`config.mk`:
```
export PLATFORM = sky130hd
export DESIGN_NAME = multicycle_ctrl
export DESIGN_NICKNAME = d
export VERILOG_FILES = /design/src/rtl/multicycle_ctrl_pkg.sv /design/src/rtl/multicycle_ctrl_imm_gen.sv /design/src/rtl/multicycle_ctrl.sv
export SDC_FILE = /design/constraint.sdc
export NUM_CORES = 1
export LEC_CHECK = 0
export ABC_AREA = 0
export CAP_MARGIN = 20
export CORE_UTILIZATION = 43
export CTS_BUF_LIST = sky130_fd_sc_hd__clkbuf_4 sky130_fd_sc_hd__clkbuf_8 sky130_fd_sc_hd__clkbuf_16
export DETAILED_ROUTE_END_ITERATION = 7
export PLACE_DENSITY = 0.86
export SKIP_CTS_REPAIR_TIMING = 1
export SLEW_MARGIN = 20
export SYNTH_ARGS = -nofsm -noshare
export SYNTH_HDL_FRONTEND = slang
export SYNTH_SLANG_ARGS = --single-unit
```
`constraint.sdc`:
```
create_clock -name clk -period 4.98 [get_ports clk]
set_input_delay 0.747 -clock clk [delete_from_list [all_inputs] [get_ports clk]]
set_output_delay 0.747 -clock clk [all_outputs]
set_load 0.005 [all_outputs]
```
`src/rtl/multicycle_ctrl_pkg.sv`:
```
// Shared definitions for the multicycle controller: FSM state encoding,
// RV32 opcode constants, immediate format codes and fault codes.
package multicycle_ctrl_pkg;

  typedef enum logic [2:0] {
    ST_FETCH  = 3'd0,
    ST_DECODE = 3'd1,
    ST_EXEC   = 3'd2,
    ST_MEM    = 3'd3,
    ST_WB     = 3'd4,
    ST_HALT   = 3'd5
  } state_t;

  localparam logic [6:0] OP_LUI    = 7'b0110111;
  localparam logic [6:0] OP_AUIPC  = 7'b0010111;
  localparam logic [6:0] OP_JAL    = 7'b1101111;
  localparam logic [6:0] OP_JALR   = 7'b1100111;
  localparam logic [6:0] OP_BRANCH = 7'b1100011;
  localparam logic [6:0] OP_LOAD   = 7'b0000011;
  localparam logic [6:0] OP_STORE  = 7'b0100011;
  localparam logic [6:0] OP_IMM    = 7'b0010011;
  localparam logic [6:0] OP_OP     = 7'b0110011;

  localparam logic [2:0] IMM_I = 3'b000;
  localparam logic [2:0] IMM_S = 3'b001;
  localparam logic [2:0] IMM_B = 3'b010;
  localparam logic [2:0] IMM_U = 3'b011;
  localparam logic [2:0] IMM_J = 3'b100;

  localparam logic [1:0] FAULT_NONE    = 2'd0;
  localparam logic [1:0] FAULT_TIMEOUT = 2'd1;
  localparam logic [1:0] FAULT_ILLEGAL = 2'd2;

  function automatic logic opcode_legal(input logic [6:0] op);
    case (op)
      OP_LUI, OP_AUIPC, OP_JAL, OP_JALR, OP_BRANCH,
      OP_LOAD, OP_STORE, OP_IMM, OP_OP: opcode_legal = 1'b1;
      default:                          opcode_legal = 1'b0;
    endcase
  endfunction

  // Illegal opcodes fall back to the I format; their immediate is never used.
  function automatic logic [2:0] imm_sel_of(input logic [6:0] op);
    case (op)
      OP_LUI, OP_AUIPC: imm_sel_of = IMM_U;
      OP_JAL:           imm_sel_of = IMM_J;
      OP_BRANCH:        imm_sel_of = IMM_B;
      OP_STORE:         imm_sel_of = IMM_S;
      default:          imm_sel_of = IMM_I;
    endcase
  endfunction

endpackage

```
`src/rtl/multicycle_ctrl_imm_gen.sv`:
```
// RV32 immediate generator: expands the instruction word into a 32-bit
// sign-extended immediate for the format chosen by imm_sel.
module imm_gen
  import multicycle_ctrl_pkg::*;
(
  input  logic [31:7] instr,
  input  logic [2:0]  imm_sel,
  output logic [31:0] immediate
);

  always_comb begin
    immediate = 32'd0;
    case (imm_sel)
      IMM_I: immediate = {{20{instr[31]}}, instr[31:20]};
      IMM_S: immediate = {{20{instr[31]}}, instr[31:25], instr[11:7]};
      IMM_B: immediate = {{19{instr[31]}}, instr[31], instr[7], instr[30:25],
                          instr[11:8], 1'b0};
      IMM_U: immediate = {instr[31:12], 12'd0};
      IMM_J: immediate = {{11{instr[31]}}, instr[31], instr[19:12], instr[20],
                          instr[30:21], 1'b0};
      default: immediate = 32'd0;
    endcase
  end

endmodule

```
`src/rtl/multicycle_ctrl.sv`:
```
// Multicycle RV32 control FSM (FETCH/DECODE/EXEC/MEM/WB/HALT) with memory
// wait timeout. Define MULTICYCLE_CTRL_ILLEGAL_TRAP_EN to trap illegal opcodes.
module multicycle_ctrl
  import multicycle_ctrl_pkg::*;
#(
  parameter int TIMEOUT_CYCLES = 16
) (
  input  logic        clk,
  input  logic        rst_n,
  input  logic [31:0] instr,
  input  logic        branch_taken,
  input  logic        mem_ack,
  output logic        mem_req,
  output logic        mem_we,
  output logic        ir_we,
  output logic        pc_we,
  output logic        pc_src,
  output logic [2:0]  imm_sel,
  output logic [31:0] immediate,
  output logic        reg_we,
  output logic [1:0]  fault
);

  localparam logic [7:0] WAIT_LAST = 8'(TIMEOUT_CYCLES - 1);

  state_t      state;
  state_t      state_next;
  logic        mem_req_next;
  logic [7:0]  wait_cnt;
  logic [7:0]  wait_next;
  logic [2:0]  imm_sel_next;
  logic [1:0]  fault_next;
  logic [6:0]  opcode;
  logic        acked;
  logic        waiting;
  logic        timeout_hit;

  assign opcode  = instr[6:0];
  assign acked   = mem_req && mem_ack;
  assign waiting = mem_req && !mem_ack;
  // An ack in the last allowed wait cycle wins over the timeout.
  assign timeout_hit = waiting && (wait_cnt == WAIT_LAST);

  always_ff @(posedge clk or negedge rst_n) begin
    if (!rst_n) begin
      state    <= ST_FETCH;
      mem_req  <= 1'b0;
      wait_cnt <= 8'd0;
      imm_sel  <= IMM_I;
      fault    <= FAULT_NONE;
    end else begin
      state    <= state_next;
      mem_req  <= mem_req_next;
      wait_cnt <= wait_next;
      imm_sel  <= imm_sel_next;
      fault    <= fault_next;
    end
  end

  // mem_req is registered, so it is raised on the edge that enters FETCH/MEM.
  always_comb begin
    state_next   = state;
    mem_req_next = mem_req;
    wait_next    = waiting ? wait_cnt + 8'd1 : wait_cnt;
    imm_sel_next = imm_sel;
    fault_next   = fault;
    case (state)
      ST_FETCH: begin
        if (!mem_req) begin
          mem_req_next = 1'b1;
        end else if (mem_ack) begin
          state_next   = ST_DECODE;
          mem_req_next = 1'b0;
        end else if (timeout_hit) begin
          state_next   = ST_HALT;
          mem_req_next = 1'b0;
          fault_next   = FAULT_TIMEOUT;
        end
      end
      ST_DECODE: begin
        imm_sel_next = imm_sel_of(opcode);
        if (opcode_legal(opcode)) begin
          state_next = ST_EXEC;
        end else begin
`ifdef MULTICYCLE_CTRL_ILLEGAL_TRAP_EN
          state_next = ST_HALT;
          fault_next = FAULT_ILLEGAL;
`else
          state_next   = ST_FETCH;
          mem_req_next = 1'b1;
          wait_next    = 8'd0;
`endif
        end
      end
      ST_EXEC: begin
        case (opcode)
          OP_BRANCH: begin
            state_next   = ST_FETCH;
            mem_req_next = 1'b1;
            wait_next    = 8'd0;
          end
          OP_LOAD, OP_STORE: begin
            state_next   = ST_MEM;
            mem_req_next = 1'b1;
            wait_next    = 8'd0;
          end
          default: state_next = ST_WB;
        endcase
      end
      ST_MEM: begin
        if (acked) begin
          if (opcode == OP_STORE) begin
            state_next   = ST_FETCH;
            mem_req_next = 1'b1;
            wait_next    = 8'd0;
          end else begin
            state_next   = ST_WB;
            mem_req_next = 1'b0;
          end
        end else if (timeout_hit) begin
          state_next   = ST_HALT;
          mem_req_next = 1'b0;
          fault_next   = FAULT_TIMEOUT;
        end
      end
      ST_WB: begin
        state_next   = ST_FETCH;
        mem_req_next = 1'b1;
        wait_next    = 8'd0;
      end
      ST_HALT: begin
        mem_req_next = 1'b0;
      end
      default: begin
        state_next   = ST_HALT;
        mem_req_next = 1'b0;
      end
    endcase
  end

  always_comb begin
    ir_we  = 1'b0;
    pc_we  = 1'b0;
    pc_src = 1'b0;
    reg_we = 1'b0;
    mem_we = 1'b0;
    case (state)
      ST_FETCH: begin
        ir_we = acked;
        pc_we = acked;
      end
      ST_EXEC: begin
        case (opcode)
          OP_BRANCH: begin
            pc_we  = branch_taken;
            pc_src = branch_taken;
          end
          OP_JAL, OP_JALR: begin
            pc_we  = 1'b1;
            pc_src = 1'b1;
          end
          default: ;
        endcase
      end
      ST_MEM:  mem_we = mem_req && (opcode == OP_STORE);
      ST_WB:   reg_we = 1'b1;
      default: ;
    endcase
  end

  imm_gen u_imm_gen (
    .instr     (instr[31:7]),
    .imm_sel   (imm_sel),
    .immediate (immediate)
  );

endmodule

```
# ---- After elaboration in Yosys (flattened, before gate mapping)
# Index checks and enable logic that the tools add are counted.
# W data, S select, Z words.
dict set report totals {
  reg_bits 17
  in_bits 36
  output_inout_bits 43
  wordCells 86
}
dict set report op_classes {
  n_addsub 1
  eq_ne 25
  muxes 38
  bitwise_logic 1
  reduce_logical 16
}
# cell n
set ops {}
lappend ops {{$pmux W32 S5} 1}
lappend ops {{$mux W8} 5}
lappend ops {{$pmux W8 S4} 1}
lappend ops {{$eq A7 B6 Y1 const B} 3}
lappend ops {{$eq A7 B7 Y1 const B} 3}
lappend ops {{$pmux W3 S6} 1}
lappend ops {{$mux W3} 5}
lappend ops {{$eq A7 B5 Y1 const B} 2}
lappend ops {{$mux W1} 14}
lappend ops {{$eq A3 B2 Y1 const B} 4}
lappend ops {{$pmux W3 S4} 1}
lappend ops {{$mux W2} 5}
lappend ops {{$ne A2 B2 Y1 const B} 5}
lappend ops {{$eq A3 B3 Y1 const B} 3}
lappend ops {{$reduce_or A9 Y1} 1}
lappend ops {{$add A8 B1 Y8 const B} 1}
lappend ops {{$eq A8 B4 Y1 const B} 1}
lappend ops {{$eq A7 B2 Y1 const B} 1}
lappend ops {{$eq A3 B1 Y1 const B} 2}
lappend ops {{$logic_not A3 Y1} 2}
lappend ops {{$pmux W3 S2} 1}
lappend ops {{$reduce_or A2 Y1} 3}
lappend ops {{$pmux W1 S5} 1}
lappend ops {{$logic_and A1 B1 Y1} 4}
lappend ops {{10 further kinds} 11}

# ---- Longest topological paths before layout
dict set report depth {
  depth_word 7
  mapped_depth 6
  depth_no_buf 6
}

# ---- By module
# A second synthesis with hierarchy kept.
dict set report unflattened {
  hier_cells 207
  hier_area_um2 1629.1
}
# mod n_inst cells_per_inst area_each_um2 seq_area_each_um2
set by_module_without_submodules {}
lappend by_module_without_submodules {multicycle_ctrl 1 113 1088.5 400.4}
lappend by_module_without_submodules {imm_gen 1 94 540.5 0.0}

# ---- Worst setup path after synthesis
# Ideal clock, no wire load.
dict set report synth_path {
  kind {flip-flop to output port}
  from {reg imm_sel[2]}
  to {out immediate[20]}
  t_arrival_ns 1.432
  t_required_ns 4.233
  slack_ns 2.801
  stages_incl_launch_ff 5
  path_buffers 1
  path_cell_list {dfrtp_1 > maj3_1 > nor2b_1 > buf_1 > a21o_1}
}
dict set report synth_via {
  elab_chain_len 2
  elab_cells_between_ends 6
  cone_classes {eq/ne: 4; mux: 1; reduce/logical: 1}
}
# element line_no
set synth_rtl {}
lappend synth_rtl {{start, declared} multicycle_ctrl.sv:18} ;# output logic [2:0] imm_sel,
lappend synth_rtl {{start signal, assigned} multicycle_ctrl.sv:55} ;# imm_sel <= imm_sel_next;
lappend synth_rtl {{$eq A3 B3 Y1, or another cell as far along} multicycle_ctrl_imm_gen.sv:13} ;# case (imm_sel)
lappend synth_rtl {{$pmux W32 S5 *} multicycle_ctrl_imm_gen.sv:13}
lappend synth_rtl {{end, declared} multicycle_ctrl.sv:19} ;# output logic [31:0] immediate,
# Every way passes the cells marked *; elsewhere a longest branch is shown, timed or not.

# ---- Worst setup path in the final report
dict set report layout_path {
  from {reg imm_sel[2]}
  to {out immediate[29]}
}
# The elaborated chain is that of the path after synthesis.

==> results.toml <==
[critical_path]
cp.arrival_ps = 2870
required_ps = 4230
startpoint_type = "flop"
critPathLaunch = "imm_sel[2]"
timing.critical_path.to_type = "primary output"
timing.critical_path.fanout_max = 25
worst_r2r_startpoint = "wait_cnt[4]"
worstSetupPathType = "reg2out"

[grt]
antenna_found_initial = 0
gr-usage-all-layers = 0.234
wire_length_of_the_first_global_routing_pass_um = 6540
overflow_left_after_global_routing = 0
vias_in_the_first_global_route = 1421
pin_count_of_the_biggest_net_entering_global_routing = 26

[route]
post-route-drc-count = 0
detail-route-antenna-nets = 0
detailedRoute.firstPassIterationCount = 4
num_vias = 1703
routed-wl-met3_um = 343
m1WireLength_um = 1950
routed_via_density = 5.51
detail_route.wirelength_um = 4490
drt_first_iter_violations = 94
dr_wl_met2_um = 2130
wl_cell_um = 14.5
maxUsedRoutingLayer = "met4"

[yosys]
ys_seq_elements = 16
synth.top_cell.area_share = 0.264
yosysUniqueCellTypes = 44
synth_flop_cell = "dfrtp_1"
syn_area_sq_um = 1520
post_synth_and_or_nand_nor_area_fraction = 0.300
synth-compound-area-share = 0.274
synth_area_per_cell_sq_um = 7.74
synth_top_area_cell = "dfrtp_1"
synth_top_family_by_area = "simple AND/OR/NAND/NOR gates"
synth_xor_xnor_area_share = 0.0404
synth_enable_flop_cells = 0
async_reset_ff_frac = 1.00
yosysWarnings = 0
synthesis.nets = 233
synthesis.instances = 196
post_synth_fa_ha_maj_area_fraction = 0.0149
sequential_cell_area_fraction_in_the_yosys_report = 0.264
post_synth_main_area_contributors = "dfrtp_1 26%, a21oi_1 6.6%, a21o_1 5.9%"
synthMuxAreaShare = 0.0495

[clock_network]
clk_pin_slew_ps = 100
number_of_clock_buffers_inserted_by_tritoncts = 3
ctsLongestPathBuffers = 2
insertion_delay_ps = 290
tritoncts_clock_tree = "built"
cts_num_sinks = 16
clk_root_buffer_cell = "clkbuf_4"
cts_max_level = 1

[timing]
final-hold-violation-count = 0
aggregate_negative_setup_slack_ps = 0
final.min_clock_period_ps = 3620
grt_setup_unrepaired = "no"
max-slew-margin-rel = 0.456
skew_ps = 1.86
final-max-slew-violation-count = 0
slew_at_the_pin_closest_to_its_max_slew_limit_ps = 815
clock.fmax_ghz = 0.276
min_period_over_period = 0.727
number_of_setup_violations_in_the_final_report = 0

[finish]
drive_gt1_frac = 0.0532
commonest_cells_after_routing_fill_and_taps_aside = "77 x clkdlybuf4s50_1, 24 x nor2_1, 20 x a21oi_1"
finish.cell_count_without_fillers = 309
nFillCells = 282
finish.instance_area_sq_um = 2320
fin_nets = 301
layout_commonest_cell = "clkdlybuf4s50_1"
syn2layout_area_growth_pct = 53.0
number_of_diodes = 0

[floorplan]
effective_utilization_at_floorplan = 0.451
core.rowCount = 21
fp.dieH_um = 61.4
fp.dieW_um = 61.4
die_area_sq_um = 3770
top_level_ports = 79
floorplan.core_area_sq_um = 3360

[placed_design]
post_dp_cell_area_sq_um = 2280
io_buffer_count = 77
gpl.final_weighted_congestion = 0.758
dp_hpwl_um = 3360
dpl.cell_count = 305

[power_and_ir_drop]
p_leak_nw = 1.01
ir_drop_mv = 0.152
clkPwrFrac = 0.331
pwr_per_cell_area_nw_per_um2 = 113
design_power_total_mw = 0.263
share_seq_of_total_power = 0.493
internal_power_mw = 0.204
p_sw_mw = 0.0593
sw_frac_of_total = 0.225
comb_power_share = 0.176

[min_path]
min-delay-path-class = "reg2reg"
min_from = "fault[0]"

[flow_run]
cap_viol_max_count = 0

[outcome]
outcome = "finished clean"
-- critical path: stages, from the launching register on --
cell and delay (ps):
dfrtp_1 660, maj3_1 590, nor2b_1 680, a21o_1 140
clkdlybuf4s50_1 510
-- state kept, by name, indices dropped and copies added, names as in the netlist --
| signal | count |
|---|---|
| wait_cnt | 8 |
| imm_sel | 3 |
| state | 3 |
| fault | 1 |
| mem_req | 1 |
-- kinds of logic after synthesis --
logic type | after synthesis
flip-flops | 16
multiplexers | 7
adder cells (fa/ha/maj) | 2
buffers and inverters | 20
AND/OR/NAND/NOR | 80
XOR/XNOR | 7
AO/OA/AOI/OAI | 63
other | 1
-- power groups by stage --
stage               Clock, mW  Sequential (mW)  Combinational, mW
finish                 0.0870            0.130             0.0463
global route           0.0961            0.130             0.0499
CTS                    0.0883            0.130             0.0462
detailed placement          0            0.132             0.0458
global placement            0            0.132             0.0450
floorplan                   0            0.132             0.0107
-- cell type report --
cell class	instances	area, sq um	share of cell area
Timing Repair Buffer	77	771	0.332
Sequential cell	16	400	0.173
Tap cell	46	57.6	0.0248
Multi-Input combinational cell	160	1030	0.445
Clock buffer	4	36.3	0.0156
Inverter	6	22.5	0.00971
-- worst paths after layout --
check	endpoint	slack [ps]	cells after the start
max	immediate[29]	1360	4
min	fault[0]	470	1
max reg2reg	mem_req	3050	5
min reg2reg	fault[0]	470	1
max in group asynchronous	mem_req	3650	1
min in group asynchronous	wait_cnt[6]	880	1
-- cells in the mapped netlist (2+ instances only) --
library cell,n
nor2_1,24
a21oi_1,20
dfrtp_1,16
nor2b_1,13
a21o_1,12
nand2_1,12
o21ai_0,9
o22ai_1,8
clkbuf_1,7
inv_1,6
mux2i_1,6
nor3_1,6
o32ai_1,5
and2_1,4
buf_2,4
xor2_1,4
and3_1,3
nand3_1,3
xnor2_1,3
a22oi_1,2
buf_1,2
nand2b_1,2
nand4_1,2
nor3_4,2
nor4_1,2
-- per-stage QoR --
| stage | util | hold slack, ps | setup slack [ps] |
|---|---|---|---|
| finish | 0.690 | 467 | 1360 |
| global route | 0.690 | 516 | 1180 |
| CTS | 0.690 | 471 | 1380 |
| detailed placement | 0.679 | 452 | 1690 |
| global placement | 0.679 | 454 | 1690 |
| floorplan | - | 451 | 2800 |
-- routing by layer --
layer  vias to the layer above  track usage
met3                         8       0.0336
met5                         -            0
met1                       776        0.309
li1                        840            -
met2                        79        0.402
met4                         0       0.0667
Power figures use the tool's default switching activity.
